==> src/rtl/b2xs3_pkg.sv <==
// Shared types and constants for the BCD-to-excess-3 converter.
package b2xs3_pkg;

   typedef logic [3:0] nibble_t;

   localparam nibble_t XS3_OFFSET = 4'd3;
   localparam nibble_t BCD_MAX    = 4'd9;

   // Result of converting one digit: wrapped excess-3 code plus range flag
   typedef struct packed {
      nibble_t xs3;
      logic    err;
   } digit_res_t;

   // Excess-3 of one nibble, wrapping mod 16; err marks non-BCD input
   function automatic digit_res_t conv_digit(input nibble_t d);
      digit_res_t r;
      r.xs3 = d + XS3_OFFSET;
      r.err = (d > BCD_MAX);
      return r;
   endfunction

endpackage

==> src/rtl/b2xs3_digit.sv <==
// Combinational single-digit BCD to excess-3 converter with range flag.
module b2xs3_digit
   import b2xs3_pkg::*;
(
   input  nibble_t bcd,
   output nibble_t xs3,
   output logic    err
);

   digit_res_t res;

   // Convert one digit; invalid digits still yield the wrapped sum
   always_comb begin
      res = conv_digit(bcd);
      xs3 = res.xs3;
      err = res.err;
   end

endmodule

==> src/rtl/b2xs3.sv <==
// Registered BCD to excess-3 converter for DIGITS parallel digits.
// Optional sticky error flag with clear input: define B2XS3_STICKY_ERR_EN.
module b2xs3
   import b2xs3_pkg::*;
#(
   parameter int unsigned DIGITS = 1
)(
   input  logic                clk,
   input  logic                rst_n,
   input  logic                in_valid,
   input  logic [4*DIGITS-1:0] bin,
   output logic                out_valid,
   output logic [4*DIGITS-1:0] xs3,
   output logic                invalid,
   output logic [DIGITS-1:0]   digit_err
`ifdef B2XS3_STICKY_ERR_EN
   ,
   input  logic                err_clr,
   output logic                err_sticky
`endif
);

   localparam int unsigned W = 4 * DIGITS;

   logic [W-1:0]      xs3_c;
   logic [DIGITS-1:0] err_c;
   logic              invalid_c;

   logic              out_valid_d, out_valid_q;
   logic [W-1:0]      xs3_d, xs3_q;
   logic              invalid_d, invalid_q;
   logic [DIGITS-1:0] digit_err_d, digit_err_q;

   // One converter per digit; digits are independent, no carry between them
   for (genvar k = 0; k < DIGITS; k++) begin : g_digit
      b2xs3_digit u_digit (
         .bcd (bin[4*k +: 4]),
         .xs3 (xs3_c[4*k +: 4]),
         .err (err_c[k])
      );
   end

   // Any out-of-range digit makes the whole word invalid
   always_comb begin
      invalid_c = |err_c;
   end

   // Capture a new result on valid input, otherwise hold the data outputs
   always_comb begin
      out_valid_d = in_valid;
      xs3_d       = xs3_q;
      invalid_d   = invalid_q;
      digit_err_d = digit_err_q;
      if (in_valid) begin
         xs3_d       = xs3_c;
         invalid_d   = invalid_c;
         digit_err_d = err_c;
      end
   end

   // Output registers with synchronous active-low reset
   always_ff @(posedge clk) begin
      if (!rst_n) begin
         out_valid_q <= 1'b0;
         xs3_q       <= '0;
         invalid_q   <= 1'b0;
         digit_err_q <= '0;
      end else begin
         out_valid_q <= out_valid_d;
         xs3_q       <= xs3_d;
         invalid_q   <= invalid_d;
         digit_err_q <= digit_err_d;
      end
   end

   assign out_valid = out_valid_q;
   assign xs3       = xs3_q;
   assign invalid   = invalid_q;
   assign digit_err = digit_err_q;

`ifdef B2XS3_STICKY_ERR_EN
   logic err_sticky_d, err_sticky_q;

   // Sticky error: a new error wins over a simultaneous clear
   always_comb begin
      err_sticky_d = err_sticky_q;
      if (in_valid && invalid_c) begin
         err_sticky_d = 1'b1;
      end else if (err_clr) begin
         err_sticky_d = 1'b0;
      end
   end

   // Sticky flag register, cleared by reset
   always_ff @(posedge clk) begin
      if (!rst_n) begin
         err_sticky_q <= 1'b0;
      end else begin
         err_sticky_q <= err_sticky_d;
      end
   end

   assign err_sticky = err_sticky_q;
`endif

endmodule

==> config.mk <==
export PLATFORM = sky130hd
export DESIGN_NAME = b2xs3
export DESIGN_NICKNAME = d
export VERILOG_FILES = /design/src/rtl/b2xs3_pkg.sv /design/src/rtl/b2xs3_digit.sv /design/src/rtl/b2xs3.sv
export SDC_FILE = /design/constraint.sdc
export NUM_CORES = 1
export LEC_CHECK = 0
export ABC_AREA = 1
export CORE_AREA = 2 2 39 41
export DETAILED_ROUTE_END_ITERATION = 10
export DIE_AREA = 0 0 41 43
export GPL_ROUTABILITY_DRIVEN = 0
export PLACE_DENSITY = 0.48
export SLEW_MARGIN = 20
export SYNTH_ARGS = -nofsm -noshare
export SYNTH_HDL_FRONTEND = slang
export SYNTH_SLANG_ARGS = --single-unit
==> constraint.sdc <==
create_clock -name clk -period 2.6 [get_ports clk]
set_clock_uncertainty 0.2 [all_clocks]
set_input_delay 0.26 -clock clk [delete_from_list [all_inputs] [get_ports clk]]
set_output_delay 0.26 -clock clk [all_outputs]
set_load 0.005 [all_outputs]
* Word-level counts from Yosys, hierarchy flattened
Cells that the tools add are included.
** Word-level totals
- Register bits :: 6
- Output and inout port bits :: 7
** Cells by class
- $add $sub $neg :: 1
- $lt $le $gt $ge :: 1
** Operators with widths (count)
- $add 4x2->4 const B :: 1
- $gt 4x4->1 const B :: 1

* Depth between registers and ports, before layout
- Depth in word-level cells :: 1
- Depth in mapped cells :: 6

* Modules after synthesis
Synthesis repeated with hierarchy kept, for this count alone.
** Unflattened totals
- Cells, all modules :: 50
- Area, all modules :: 334.1 µm²
** Modules (own cells, without submodules)
- b2xs3 :: instances 1, cells an instance 35, area an instance 252.7 µm², sequential area each 120.1 µm²
- b2xs3_digit :: instances 1, cells an instance 15, area an instance 81.3 µm², sequential area each 0.0 µm²

* Least setup slack after synthesis
OpenSTA, ideal clock, no wires.
- Path type :: in2reg
- Start :: in bin[1]
- End :: reg xs3_q[2], in the netlist xs3[2]
- Library setup time :: 0.108 ns
- Arrival time :: 0.774 ns
- Data required time :: 2.292 ns
- Slack :: 1.518 ns
- Stages on the path :: 5
- Path buffers :: 0
- Cell sequence :: inv_1 > ha_1 > xor2_1 > a21o_1 > inv_1
** Between the ends
- Cells in the longest elaborated chain, start to end :: 1
** RTL lines
- from (decl) :: line b2xs3.sv:11 : input logic [4*DIGITS-1:0] bin,
- $add 4x2->4 :: line b2xs3_pkg.sv:18 : r.xs3 = d + XS3_OFFSET;
- to (signal assigned) :: line b2xs3.sv:70 : xs3_q <= xs3_d;
- to (decl) :: line b2xs3.sv:30 : logic [W-1:0] xs3_d, xs3_q;
Every way passes these cells.
A chain may end at the register's enable or synchronous reset.

* Worst setup path in the final report
- Start :: reg digit_err_q, in the netlist digit_err
- End :: out digit_err
** RTL lines
- from (decl) :: line b2xs3.sv:32 : logic [DIGITS-1:0] digit_err_d, digit_err_q;
- from (signal assigned) :: line b2xs3.sv:72 : digit_err_q <= digit_err_d;
- to (decl) :: line b2xs3.sv:15 : output logic [DIGITS-1:0] digit_err
No word-level cell between the ends.

==> flow_metrics.tcl <==
set metrics [dict create \
    result_of_the_run "finished, final reports clean" \
    critical_path.startpoint "digit_err" \
    io_buffer_count 13 \
    finish.instance_area_um2 438 \
    use_met1_pct 11.7 \
    longest_clk_path_bufs 2 \
    die_width_um 41 \
    timing.final.max_slew_violations 0 \
    cp_slowest_stage_delay_ns 0.51 \
    synth_top_cells_by_area "dfxtp_1, ha_1, o21ai_0" \
    core_um2 1380 \
    hold_depth 2 \
    synth_area_leader_cell "dfxtp_1" \
    yosysSeqAreaShare_pct 42.9 \
    finalSetupTns_ns 0 \
    met2_global_route_usage_pct 12.8 \
    syn-num-nets 45 \
    worstPathCellList "clkdlybuf4s50_1" \
    dr_total_vias 280 \
    finalSetupViolations 0 \
    htree_levels 1 \
    netlist-cell-type-count 11 \
    hold_viol 0 \
    hold_path.class "flip-flop to flip-flop" \
    r2r_start "xs3[2]" \
    grt.met3_usage_pct 7.85 \
    end_kind "output port" \
    antenna_diode_count 0 \
    drtIter0Drc 1 \
    post-dp-hpwl_um 484 \
    critical_path.slowest_cell "clkdlybuf4s50_1" \
    num-nets-final 61 \
    cts-resized-gates 0 \
    cts_tree "built" \
    boundaryPins 14 \
    critical-path-top-delay-family "buffers and inverters" \
    grt_setup_unrepaired "no" \
    cts.sinks 6 \
    synth_cell_area_um2 280 \
    fraction_of_final_layout_cells_with_drive_strength_greater_than_1_pct 6.00 \
    synth_seq_cells 6 \
    die_area_um2 1760 \
    global_route.usage.total_pct 10.5 \
    placementRows 14 \
    timing.final.crit_share_pct 59.8 \
    grt_start_max_net_pins 12 \
    die_height_um 43 \
    fill_cells 152 \
    worstHoldStart "xs3[3]" \
    cts_hold_buf 0 \
    clock_insertion_delay_worst_skew_ns 0.25 \
    worstPathMaxFanout 3 \
    grt_antenna_before_repair 0 \
    synthesized_netlist_cell_count 36 \
    mostFrequentLayoutCell "clkdlybuf4s50_1" \
    worst_ep_required_time_ns 2.14 \
    crit_arrival_ns 1.10 \
    crit_type "flip-flop to output port" \
    antenna_left 0 \
    via_per_inst 4.24 \
    max-slew-margin-rel_pct 77.0 \
    layout-area-overhead-vs-synth_pct 56.2 \
    cp_num_cells 1 \
    timing.critical_path.buf_inv 1 \
    cts.repair_timing.setup_buffer_count 0 \
    post-route-drc-count 0 \
    period_needed_ns 1.56 \
    power.leakage_nw 0.205 \
    cp-start-kind "flip-flop" \
    initial_core_utilization_pct 20.3 \
    path_clk_slew_ns 0.05 \
    global_route.peak_usage_layer "met2" \
    clock_tree.root_cell "clkbuf_4" \
    numPlacedInstances 63 \
    drv.max_cap_violation_count 0 \
    drt_first_pass_iters 2 \
    globalRouteOverflowTotal 0 \
    drt_wl_total_um 627 \
    first_global_vias 266 \
    synth_warnings 0 \
    wl_per_cell_um 9.50 \
    numCtsBuffers 3 \
    first_pass_grt_wire_length_um 1130 \
    post_dp_cell_area_um2 415 \
    cellPowerDensity_nw_per_um2 534 \
    worstMarginPinSlew_ns 0.345 \
    synthesis.area_per_instance_um2 7.79 \
    worstRegToRegCells 3 \
    maxClockFrequency_ghz 0.643 \
    post_layout_nonfiller_instances 66 \
    area_share_of_the_largest_cell_type_after_synthesis_pct 42.9 \
    leading_cell_types_in_the_layout_fill_and_taps_excluded "clkdlybuf4s50_1, inv_1, dfxtp_1" \
    vdd_ir_drop_max_uv 195 \
]
state kept, by name, indices dropped and copies added (netlist names):
register and flops:
xs3 4, digit_err 1, out_valid 1
worst paths after layout:
kind / to / slack, ns
worst max-delay path: digit_err / 1.04
worst min-delay path: xs3[3] / 0.31
worst max register to register: xs3[2] / 1.73
worst min register to register: xs3[3] / 0.31
final cells by class:
| type | instances | area [µm²] | share of cell area (%) |
|---|---|---|---|
| well taps | 16 | 20.0 | 4.57 |
| flip-flops and latches | 6 | 120 | 27.4 |
| inverters | 6 | 22.5 | 5.14 |
| repair buffers | 13 | 130 | 29.7 |
| multi-input cells | 22 | 123 | 28.0 |
| clock buffers | 3 | 22.5 | 5.14 |
cell usage after synthesis:
cell / instances
nor2_1: 2
buf_4: 2
o21ai_0: 5
nand3_1: 2
xor2_1: 1
dfxtp_1: 6
nand2_1: 5
a21oi_1: 4
inv_1: 6
a21o_1: 1
ha_1: 2
logic make-up after synthesis:
family	share of synthesized area [%]
XOR/XNOR	3.13
AO/OA/AOI/OAI	18.7
buffers and inverters	13.4
flip-flops	42.9
adder cells (fa/ha/maj)	8.93
AND/OR/NAND/NOR	12.9
metal layers:
layer  routed length [µm]  vias up
li1                     -      143
met1                  260      126
met2                  324        9
met3                   34        2
met4                    8        0
met5                    0        -
stage by stage:
step | utilization (%) | hold slack (ns) | total power [mW] | setup WS [ns]
after floorplan | - | 0.153 | 0.122 | 1.52
after global placement | 30.0 | 0.302 | 0.149 | 0.969
after detailed placement | 30.0 | 0.302 | 0.149 | 0.946
after CTS | 31.6 | 0.315 | 0.239 | 1.03
after global routing | 31.6 | 0.348 | 0.255 | 0.987
final | 31.6 | 0.310 | 0.234 | 1.04
where the power goes:
| group | switching [mW] | internal (mW) | leakage (nW) |
|---|---|---|---|
| logic | 0.0175 | 0.0272 | 0.142 |
| clock network | 0.0349 | 0.0523 | 0.0138 |
| registers | 0.00288 | 0.0989 | 0.0499 |
| total | 0.0553 | 0.178 | 0.205 |
No activity file was read; power rests on OpenSTA's default activity.
